## src/rtl/bsg_manycore_proc_tx_arbiter_if.sv

```systemverilog
// Bundle of request, endpoint, credit and fence signals between the tile request
// sources and the outbound arbiter.
interface bsg_manycore_proc_tx_arbiter_if #(
    parameter int num_chan_p        = 3,
    parameter int packet_width_p    = 32,
    parameter int max_out_credits_p = 32
);
    localparam int credit_w_lp  = $clog2(max_out_credits_p + 1);
    localparam int chan_id_w_lp = (num_chan_p > 1) ? $clog2(num_chan_p) : 1;

    // Handshake: a channel's packet is consumed in the cycle its req_yumi_o bit is 1,
    // which happens only when out_v_o & out_ready_i; out_v_o never looks at out_ready_i.
    logic [num_chan_p-1:0]                req_v_i;
    logic [num_chan_p*packet_width_p-1:0] req_packet_i;
    logic [num_chan_p-1:0]                req_yumi_o;
    logic [packet_width_p-1:0]            out_packet_o;
    logic                                 out_v_o;
    logic                                 out_ready_i;
    logic                                 credit_v_i;
    logic [chan_id_w_lp-1:0]              credit_chan_i;
    logic                                 fence_req_i;
    logic                                 fence_done_o;
    logic [credit_w_lp-1:0]               out_credits_o;
    logic [num_chan_p*credit_w_lp-1:0]    chan_outstanding_o;
    logic [1:0]                           state_o;

    modport slave (
        input  req_v_i, req_packet_i, out_ready_i, credit_v_i, credit_chan_i, fence_req_i,
        output req_yumi_o, out_packet_o, out_v_o, fence_done_o, out_credits_o,
        chan_outstanding_o, state_o
    );

    modport master (
        output req_v_i, req_packet_i, out_ready_i, credit_v_i, credit_chan_i, fence_req_i,
        input  req_yumi_o, out_packet_o, out_v_o, fence_done_o, out_credits_o,
        chan_outstanding_o, state_o
    );
endinterface

```

## src/rtl/bsg_manycore_proc_tx_arbiter.sv

```systemverilog
// Round-robin merge of per-channel requests onto one endpoint port, with a global
// credit pool, per-channel outstanding limits and a fence/drain state machine.
module bsg_manycore_proc_tx_arbiter #(
    parameter int num_chan_p        = 3,
    parameter int packet_width_p    = 32,
    parameter int max_out_credits_p = 32,
    parameter int chan_limit_p      = 16
) (
    input logic                          clk_i,
    input logic                          reset_n_i,
    bsg_manycore_proc_tx_arbiter_if.slave bus
);
    localparam int credit_w_lp  = $clog2(max_out_credits_p + 1);
    localparam int chan_id_w_lp = (num_chan_p > 1) ? $clog2(num_chan_p) : 1;
    localparam logic [credit_w_lp-1:0]  max_c   = credit_w_lp'(max_out_credits_p);
    localparam logic [credit_w_lp-1:0]  limit_c = credit_w_lp'(chan_limit_p);
    localparam logic [credit_w_lp-1:0]  one_c   = credit_w_lp'(1);
    localparam logic [chan_id_w_lp-1:0] last_c  = chan_id_w_lp'(num_chan_p - 1);

    typedef enum logic [1:0] {
        ST_RUN    = 2'd0,
        ST_DRAIN  = 2'd1,
        ST_FENCED = 2'd2
    } state_e;

    state_e                  state_r, state_n;
    logic [credit_w_lp-1:0]  out_credits_r, out_credits_n;
    logic [credit_w_lp-1:0]  chan_out_r [num_chan_p];
    logic [credit_w_lp-1:0]  chan_out_n [num_chan_p];
    logic [chan_id_w_lp-1:0] rr_ptr_r, rr_ptr_n;
    logic [chan_id_w_lp-1:0] grant;
    logic [num_chan_p-1:0]   eligible;
    logic [num_chan_p-1:0]   chan_ret;
    logic                    found;
    logic                    out_v;
    logic                    send;
    logic                    chan_ok;
    logic                    ret_global;
    logic                    ret_legal;
    logic [credit_w_lp-1:0]  sel_cnt;

    always_comb begin
        eligible = '0;
        for (int c = 0; c < num_chan_p; c++) begin
            eligible[c] = bus.req_v_i[c] && (chan_out_r[c] < limit_c)
                          && (out_credits_r != '0) && (state_r == ST_RUN);
        end
    end

    // First eligible channel at or after the round-robin pointer, wrapping.
    always_comb begin
        int idx;
        grant = '0;
        found = 1'b0;
        idx   = 0;
        for (int i = 0; i < num_chan_p; i++) begin
            idx = int'(rr_ptr_r) + i;
            if (idx >= num_chan_p) idx = idx - num_chan_p;
            if (!found && eligible[chan_id_w_lp'(idx)]) begin
                found = 1'b1;
                grant = chan_id_w_lp'(idx);
            end
        end
    end

    assign out_v = |eligible;
    assign send  = out_v & bus.out_ready_i;

    always_comb begin
        bus.req_yumi_o = '0;
        for (int c = 0; c < num_chan_p; c++) begin
            bus.req_yumi_o[c] = send && (grant == chan_id_w_lp'(c));
        end
    end

    assign bus.out_v_o      = out_v;
    assign bus.out_packet_o = bus.req_packet_i[int'(grant)*packet_width_p +: packet_width_p];

    // Illegal returns leave the affected counter alone instead of wrapping.
    always_comb begin
        chan_ok  = (int'(bus.credit_chan_i) < num_chan_p);
        sel_cnt  = '0;
        chan_ret = '0;
        for (int c = 0; c < num_chan_p; c++) begin
            if (bus.credit_chan_i == chan_id_w_lp'(c)) sel_cnt = chan_out_r[c];
            chan_ret[c] = bus.credit_v_i && chan_ok && (bus.credit_chan_i == chan_id_w_lp'(c))
                          && (chan_out_r[c] != '0);
        end
        ret_global = bus.credit_v_i && (out_credits_r != max_c);
        ret_legal  = chan_ok && (out_credits_r != max_c) && (sel_cnt != '0);
    end

    always_comb begin
        out_credits_n = out_credits_r;
        if (send && !ret_global)      out_credits_n = out_credits_r - one_c;
        else if (!send && ret_global) out_credits_n = out_credits_r + one_c;
        for (int c = 0; c < num_chan_p; c++) begin
            chan_out_n[c] = chan_out_r[c];
            if ((send && grant == chan_id_w_lp'(c)) && !chan_ret[c])
                chan_out_n[c] = chan_out_r[c] + one_c;
            else if (!(send && grant == chan_id_w_lp'(c)) && chan_ret[c])
                chan_out_n[c] = chan_out_r[c] - one_c;
        end
        rr_ptr_n = rr_ptr_r;
        if (send) rr_ptr_n = (grant == last_c) ? '0 : grant + chan_id_w_lp'(1);
    end

    always_comb begin
        state_n = state_r;
        unique case (state_r)
            ST_RUN:    if (bus.fence_req_i) state_n = ST_DRAIN;
            ST_DRAIN: begin
                if (!bus.fence_req_i)           state_n = ST_RUN;
                else if (out_credits_n == max_c) state_n = ST_FENCED;
            end
            ST_FENCED: if (!bus.fence_req_i) state_n = ST_RUN;
            default:   state_n = ST_RUN;
        endcase
    end

    always_ff @(posedge clk_i or negedge reset_n_i) begin
        if (!reset_n_i) begin
            state_r       <= ST_RUN;
            out_credits_r <= max_c;
            rr_ptr_r      <= '0;
            for (int c = 0; c < num_chan_p; c++) chan_out_r[c] <= '0;
        end else begin
            state_r       <= state_n;
            out_credits_r <= out_credits_n;
            rr_ptr_r      <= rr_ptr_n;
            for (int c = 0; c < num_chan_p; c++) chan_out_r[c] <= chan_out_n[c];
        end
    end

    always_comb begin
        bus.chan_outstanding_o = '0;
        for (int c = 0; c < num_chan_p; c++) begin
            bus.chan_outstanding_o[c*credit_w_lp +: credit_w_lp] = chan_out_r[c];
        end
    end

    assign bus.out_credits_o = out_credits_r;
    assign bus.fence_done_o  = (state_r == ST_FENCED);
    assign bus.state_o       = state_r;

    credit_return_legal: assert property (@(posedge clk_i) disable iff (!reset_n_i)
        bus.credit_v_i |-> ret_legal);
endmodule

```

## src/flat_wrapper.sv

```systemverilog
// flat-port wrapper written by rule: the top's interface ports become plain ports
module bsg_manycore_proc_tx_arbiter_flat 
#(
    parameter int num_chan_p        = 3,
    parameter int packet_width_p    = 32,
    parameter int max_out_credits_p = 32,
    parameter int chan_limit_p      = 16
)
  (clk_i, reset_n_i, bus_req_v_i, bus_req_packet_i, bus_out_ready_i, bus_credit_v_i, bus_credit_chan_i, bus_fence_req_i, bus_req_yumi_o, bus_out_packet_o, bus_out_v_o, bus_fence_done_o, bus_out_credits_o, bus_chan_outstanding_o, bus_state_o);
  bsg_manycore_proc_tx_arbiter_if #(.num_chan_p(num_chan_p), .packet_width_p(packet_width_p), .max_out_credits_p(max_out_credits_p)) bus_i ();
  input logic clk_i;
  input logic reset_n_i;
  input wire logic [$bits(bus_i.req_v_i)-1:0] bus_req_v_i;
  input wire logic [$bits(bus_i.req_packet_i)-1:0] bus_req_packet_i;
  input wire logic [$bits(bus_i.out_ready_i)-1:0] bus_out_ready_i;
  input wire logic [$bits(bus_i.credit_v_i)-1:0] bus_credit_v_i;
  input wire logic [$bits(bus_i.credit_chan_i)-1:0] bus_credit_chan_i;
  input wire logic [$bits(bus_i.fence_req_i)-1:0] bus_fence_req_i;
  output wire logic [$bits(bus_i.req_yumi_o)-1:0] bus_req_yumi_o;
  output wire logic [$bits(bus_i.out_packet_o)-1:0] bus_out_packet_o;
  output wire logic [$bits(bus_i.out_v_o)-1:0] bus_out_v_o;
  output wire logic [$bits(bus_i.fence_done_o)-1:0] bus_fence_done_o;
  output wire logic [$bits(bus_i.out_credits_o)-1:0] bus_out_credits_o;
  output wire logic [$bits(bus_i.chan_outstanding_o)-1:0] bus_chan_outstanding_o;
  output wire logic [$bits(bus_i.state_o)-1:0] bus_state_o;
  assign bus_i.req_v_i = bus_req_v_i;
  assign bus_i.req_packet_i = bus_req_packet_i;
  assign bus_i.out_ready_i = bus_out_ready_i;
  assign bus_i.credit_v_i = bus_credit_v_i;
  assign bus_i.credit_chan_i = bus_credit_chan_i;
  assign bus_i.fence_req_i = bus_fence_req_i;
  assign bus_req_yumi_o = bus_i.req_yumi_o;
  assign bus_out_packet_o = bus_i.out_packet_o;
  assign bus_out_v_o = bus_i.out_v_o;
  assign bus_fence_done_o = bus_i.fence_done_o;
  assign bus_out_credits_o = bus_i.out_credits_o;
  assign bus_chan_outstanding_o = bus_i.chan_outstanding_o;
  assign bus_state_o = bus_i.state_o;
  bsg_manycore_proc_tx_arbiter #(.num_chan_p(num_chan_p), .packet_width_p(packet_width_p), .max_out_credits_p(max_out_credits_p), .chan_limit_p(chan_limit_p)) u_core (.clk_i(clk_i), .reset_n_i(reset_n_i), .bus(bus_i));
endmodule
```

## config.mk

```make
export PLATFORM = sky130hd
export DESIGN_NAME = bsg_manycore_proc_tx_arbiter_flat
export DESIGN_NICKNAME = d
export VERILOG_FILES = /design/src/rtl/bsg_manycore_proc_tx_arbiter_if.sv /design/src/rtl/bsg_manycore_proc_tx_arbiter.sv /design/src/flat_wrapper.sv
export SDC_FILE = /design/constraint.sdc
export NUM_CORES = 1
export LEC_CHECK = 0
export ABC_AREA = 1
export CAP_MARGIN = 20
export CORE_AREA = 10 10 110 63
export CTS_BUF_LIST = sky130_fd_sc_hd__clkbuf_4
export DETAILED_ROUTE_END_ITERATION = 8
export DIE_AREA = 0 0 120 73
export DONT_BUFFER_PORTS = 1
export PLACE_DENSITY_LB_ADDON = 0.25
export REMOVE_ABC_BUFFERS = 1
export SLEW_MARGIN = 0
export SYNTH_ARGS = -nofsm -noshare
export SYNTH_HDL_FRONTEND = slang
export SYNTH_SLANG_ARGS = --single-unit
export TNS_END_PERCENT = 100
```

## constraint.sdc

```tcl
create_clock -name clk_i -period 3.8 [get_ports clk_i]
set_input_delay 0.95 -clock clk_i [delete_from_list [all_inputs] [get_ports clk_i]]
set_output_delay 0.95 -clock clk_i [all_outputs]
set_load 0.02 [all_outputs]
```

Yosys cells after proc, flatten, opt, wreduce, memory -nomap -nowiden
Index checks and enable logic that the tools add are counted.
Operators by class
  add/sub/neg operators: 14
  magnitude comparators: 10
  equal/unequal tests: 11
  shift operators: 1
  multiplexer cells: 31
  bitwise logic cells: 1
  reductions and logical operators: 52
Operators with widths (count)
  variable part select 96 x 8 -> 32 bit: 1
  two-way mux 6 bit: 8
  logical AND 1 bit: 30
  adder 6 x 1 -> 6 bit, second input constant: 4
  nonzero test 6 bit: 4
  subtractor 6 x 1 -> 6 bit, second input constant: 4
  two-way mux 2 bit: 11
  less-than comparator 6 x 5 -> 1 bit, second input constant: 3
  less-than comparator 2 x 4 -> 1 bit, second input constant: 3
  logical NOT 1 bit: 10
  two-way mux 1 bit: 8
  binary-select mux 1 bit (select 2 bit): 3
  == test 2 x 1 -> 1 bit, second input constant: 3
  == test 2 bit, second input constant: 3
  == test 6 bit, second input constant: 1
  >= comparator 3 x 2 -> 1 bit, second input constant: 2
  logical NOT 2 bit: 3
  inequality test 6 bit, second input constant: 1
  one-hot mux 2 bit (3 select lines): 1
  nonzero test 2 bit: 3
  inequality test 2 bit, second input constant: 2
  subtractor 2 x 1 -> 2 bit, second input constant: 2
  adder 2 x 1 -> 3 bit, second input constant: 1
  adder 2 x 2 -> 3 bit, second input constant: 1
  other kinds (8): 8
Word-level totals
  register bits after elaboration: 28
  input bits: 106
  output and inout port bits: 63
  logic and storage cells: 126

Longest topological paths before layout
  word-level depth: 20
  mapped depth: 28
  mapped depth without buffers: 28

Worst setup path after synthesis
OpenSTA, ideal clock, no wires.
  path type: in2reg
  start: input bus_req_v_i[1]
  end: register u_core.chan_out_r (netlist bit u_core.bus.chan_outstanding_o[5])
  library setup time: 0.131 ns
  arrival: 3.597 ns
  required time: 3.669 ns
  path slack: 0.072 ns
  stages on the path: 25
  cell sequence: nand2_1 > nor2_1 > nand2_1 > a21oi_1 > nand2_1 > nand2_1 > nor2_1 > nand3_1 > nand2_2 > nor2_4 > nand2_1 > inv_1 > ha_1 > inv_1 > ha_1 > nand2_1 > nand2_1 > a31oi_1 > or2_2 > nand2_1 > a21oi_1 > nand2_1 > nand2_1 > nor2_1 > xor2_1
On the way
  cells in the longest elaborated chain, start to end: 18
Ends and longest elaborated chain
  start: declaration: RTL line flat_wrapper.sv:13  | input wire logic [$bits(bus_i.req_v_i)-1:0] bus_req_v_i;
  logical AND 1 bit (*): RTL line bsg_manycore_proc_tx_arbiter.sv:45  | eligible[c] = bus.req_v_i[c] && (chan_out_r[c] < limit_c)
  logical AND 1 bit (*) (2 in series): RTL line bsg_manycore_proc_tx_arbiter.sv:46  | && (out_credits_r != '0) && (state_r == ST_RUN);
  binary-select mux 1 bit (select 2 bit): RTL line bsg_manycore_proc_tx_arbiter.sv:59  | if (!found && eligible[chan_id_w_lp'(idx)]) begin
  two-way mux 1 bit (implied by the code) (2 in series): RTL line bsg_manycore_proc_tx_arbiter.sv:59
  two-way mux 1 bit: RTL line bsg_manycore_proc_tx_arbiter.sv:59
  logical NOT 1 bit: RTL line bsg_manycore_proc_tx_arbiter.sv:59
  logical AND 1 bit: RTL line bsg_manycore_proc_tx_arbiter.sv:59
  two-way mux 1 bit: RTL line bsg_manycore_proc_tx_arbiter.sv:59
  logical NOT 1 bit: RTL line bsg_manycore_proc_tx_arbiter.sv:59
  logical AND 1 bit: RTL line bsg_manycore_proc_tx_arbiter.sv:59
  two-way mux 2 bit: RTL line bsg_manycore_proc_tx_arbiter.sv:59
  logical NOT 2 bit
  logical AND 1 bit (*)
  named net bus_req_yumi_o[0]: RTL line flat_wrapper.sv:19  | output wire logic [$bits(bus_i.req_yumi_o)-1:0] bus_req_yumi_o;
  logical NOT 1 bit: RTL line bsg_manycore_proc_tx_arbiter.sv:101  | else if (!(send && grant == chan_id_w_lp'(c)) && chan_ret[c])
  logical AND 1 bit: RTL line bsg_manycore_proc_tx_arbiter.sv:101
  nonzero test 2 bit (no source line)
  end: declaration: RTL line bsg_manycore_proc_tx_arbiter.sv:28  | logic [credit_w_lp-1:0] chan_out_r [num_chan_p];
The timed path passes the listed nets; every way through them passes the cells marked *. The select of a mux whose other input is x is not followed.
A chain may end at the register's enable or synchronous reset.

Final worst setup path
  start: register u_core.out_credits_r[5], in the netlist u_core.bus.out_credits_o[5]
  end: output bus_out_packet_o[29]
On the way
  cells in the longest elaborated chain, start to end: 14
Ends and longest elaborated chain
  start: declaration: RTL line bsg_manycore_proc_tx_arbiter.sv:27  | logic [credit_w_lp-1:0] out_credits_r, out_credits_n;
  start signal: assignment: RTL line bsg_manycore_proc_tx_arbiter.sv:124  | out_credits_r <= max_c;
  start signal: assignment: RTL line bsg_manycore_proc_tx_arbiter.sv:129  | out_credits_r <= out_credits_n;
  nonzero test 6 bit (*): RTL line bsg_manycore_proc_tx_arbiter.sv:46
  logical AND 1 bit (2 in series): RTL line bsg_manycore_proc_tx_arbiter.sv:46
  binary-select mux 1 bit (select 2 bit): RTL line bsg_manycore_proc_tx_arbiter.sv:59
  two-way mux 1 bit (implied by the code) (2 in series): RTL line bsg_manycore_proc_tx_arbiter.sv:59
  two-way mux 1 bit: RTL line bsg_manycore_proc_tx_arbiter.sv:59
  logical NOT 1 bit: RTL line bsg_manycore_proc_tx_arbiter.sv:59
  logical AND 1 bit: RTL line bsg_manycore_proc_tx_arbiter.sv:59
  two-way mux 1 bit: RTL line bsg_manycore_proc_tx_arbiter.sv:59
  logical NOT 1 bit: RTL line bsg_manycore_proc_tx_arbiter.sv:59
  logical AND 1 bit: RTL line bsg_manycore_proc_tx_arbiter.sv:59
  two-way mux 2 bit (*): RTL line bsg_manycore_proc_tx_arbiter.sv:59
  variable part select 96 x 8 -> 32 bit (*): RTL line bsg_manycore_proc_tx_arbiter.sv:77  | assign bus.out_packet_o = bus.req_packet_i[int'(grant)*packet_width_p +: packet_width_p];
  end: declaration: RTL line flat_wrapper.sv:20  | output wire logic [$bits(bus_i.out_packet_o)-1:0] bus_out_packet_o;
Mark *: on every way between the ends. The rest lies on a longest branch, timed or not. The select of a mux whose other input is x is not followed.

==> summary.txt <==
Status
  – Outcome: completed

GRT
  – Vias in the first global route: 2594
  – Total GRT Usage: 0.182
  – Initial antenna violation count: 0
  – Largest net degree at the start of global routing: 33
  – Grt ovf: 0
  – First-pass GRT wire length: 13.4 mm

Placement
  – Final HPWL DP: 7.54 mm
  – IO Port Bufs: 0
  – Post-Place Cells: 528
  – Routability cong.: ~0.9

STA
  – Slew margin rel.: 0.708
  – Worst-case clock skew: 29.8 ps
  – FMAX: 274 MHz
  – Post-layout min period: 3650 ps
  – Actual slew at the worst max-slew pin: 436 ps
  – Slew Limit Fails: 0
  – Final setup fails: 0
  – RSZ-0062 raised after global routing: yes
  – Period utilization: 0.959
  – Final hold viol count: 0

Worst setup path
  – Most used cell, CP: nand2_1
  – Slowest Stage Delay on Critical Path: 680 ps
  – Critical path capture point type: output port
  – CP Launch Type: flip-flop
  – Critical path arrival: 2700 ps
  – WP data required: 2850 ps
  – Crit path cell chain: inv_1 -> nand3_4 -> nand2_2 -> a21oi_1 -> nand2_1 -> nand2_1 -> nor2_1 -> nand3_1 -> nand2_2 -> nor2_4 -> buf_6 -> nand2_1 -> nand3_1
  – WS Path Type: flip-flop to output port
  – Critical-path top delay cell: dfstp_2
  – Max Fanout on Critical Path: 32

Clock tree
  – CTS Buf Count: 3
  – Clk_lat worst skew: around 350 ps
  – CTS Hold Bufs: 0
  – H-tree levels: 1
  – Clock sinks: 28
  – Max clock buf depth: 2
  – CTS tree: built
  – Worst-path clk slew: ~180 ps
  – CTS root buf: clkbuf_4

Route
  – DRT antenna net count: 0
  – Pre-antenna DRT Iters: 5
  – Iter 0 DRT Violations: 216
  – Drt via density: 5.55
  – WL per Instance: 17.3 um
  – # DRC: 0
  – Final WL: a little over 9 mm
  – Via Count: 2955

Die
  – Die footprint: 8760 um^2
  – Die X: ~120 um
  – Initial Util: 0.546
  – Die H: 73 um
  – Cell Rows: 19
  – I/O pin count: 169
  – Core area: ~5200 um^2

Synth
  – Synth unique cells: 29
  – Mean Syn Cell Area: 6.25 um^2
  – Mapped Area: roughly 2800 um^2
  – Synth top area cells: nand2_1 26%, dfrtp_1 24%, nand3_1 9.2%
  – Cells after synthesis: 451
  – Synth warn: 0
  – Yosys reg bits: 28
  – Sequential share of the synthesized area: 0.249
  – Main synth FF type: dfrtp_1
  – Top-area cell type share of the netlist area: 0.256
  – Async SR Flop Fraction: 1.00
  – Yosys top cell by area: nand2_1
  – Number of flops mapped to enable cells by yosys: 0

Final layout
  – Final #Nets: 588
  – Syn-to-layout area delta: 10.6%
  – Diodes inserted: 0
  – Most common cell after layout, fill and taps aside: nand2_1
  – Share of cells above drive strength 1: 0.148
  – Non-filler cells, final: 532
  – Commonest cells after routing, fill and taps aside: 191 x nand2_1, 42 x inv_1, 39 x nand3_1, 33 x nor2_1, 25 x dfrtp_1
  – Fillers: 490

Run
  – Maxcap violations: 0

Hold path
  – Hold crit path type: input pin to async pin
==> layer usage <==
metal	share of wire	vias up	global-route usage
met3	0.11	12	0.0803
met4	0.0072	0	0.0160
met2	0.48	153	0.314
met1	0.40	1341	0.214
li1	-	1449	-
met5	0	-	0
==> cells by family (layout without fill, tap and decap cells) <==
kind of cell	after synthesis	count (layout)	share of synthesized area
AND/OR/NAND/NOR	303	303	0.461
buffers and inverters	56	64	0.0879
AO/OA/AOI/OAI	31	31	0.0622
flip-flops	28	28	0.249
adder cells (fa/ha/maj)	22	22	0.106
XOR/XNOR	11	11	0.0342
==> worst paths after layout <==
path / start / end / slack (ps) / depth (start not counted)
max: u_core.bus.out_credits_o[5] / bus_out_packet_o[29] / 150 / 13
min: reset_n_i / u_core.bus.chan_outstanding_o[10] / 250 / 0
max reg2reg: u_core.bus.out_credits_o[5] / u_core.bus.chan_outstanding_o[5] / 220 / 25
min reg2reg: u_core.bus.state_o[1] / u_core.bus.state_o[0] / 570 / 3
max in group asynchronous: reset_n_i / u_core.bus.out_credits_o[5] / 3380 / 0
min in group clk_i: u_core.bus.state_o[1] / u_core.bus.state_o[0] / 570 / 3
==> state kept, by name, indices dropped and copies added, names as in the netlist <==
| register | flops |
|---|---|
| u_core.bus.chan_outstanding_o | 18 |
| u_core.rr_ptr_r | 2 |
| u_core.bus.out_credits_o | 6 |
| u_core.bus.state_o | 2 |
==> cell usage after synthesis (3+ instances only) <==
| master | number |
|---|---|
| a21oi_1 | 10 |
| a31oi_1 | 6 |
| buf_2 | 6 |
| buf_6 | 4 |
| dfrtp_1 | 27 |
| fa_1 | 3 |
| ha_1 | 19 |
| inv_1 | 45 |
| nand2_1 | 192 |
| nand2_2 | 5 |
| nand3_1 | 52 |
| nand4_1 | 3 |
| nor2_1 | 33 |
| nor2_4 | 3 |
| nor3_1 | 3 |
| o21ai_0 | 10 |
| or2_2 | 7 |
| xnor2_1 | 3 |
| xor2_1 | 8 |
==> critical path: cells and delay by family, from the launching register on <==
family | cells | cell delay (ps)
AO/OA/AOI/OAI | 1 | 190
flip-flops | 1 | 680
buffers and inverters | 2 | 380
AND/OR/NAND/NOR | 10 | 1080
==> final cells by class <==
class	instances	area, um^2	area share
timing repair buffer	14	116	0.0373
multi-input combinational	367	2000	0.643
sequential	28	704	0.226
clock inverter	1	3.75	0.00120
inverter	46	173	0.0554
clock buffer	3	22.5	0.00723
tap	73	91.3	0.0293
==> what timing repair did <==
action	CTS	global route
setup endpoints to repair	0	35
endpoints found under the hold margin	0	0
buffers inserted	0	0
resized for setup	0	33
==> per-stage QoR <==
stage                     area (um^2)  worst slack, ps   util  TNS, ps  hold slack, ps
after floorplan                  2740             -488      -     -859             537
after CTS                        2970             15.8  0.575        0             249
after global routing             3120            -89.1  0.604    -1130             222
final                            3120              155  0.604        0             252
after global placement           2940             73.3  0.570        0             571
after detailed placement         2940            -34.2  0.570    -47.2             576
Power is not shown: default switching activity piles up to over one toggle a cycle in this logic, so the estimate is an artifact.
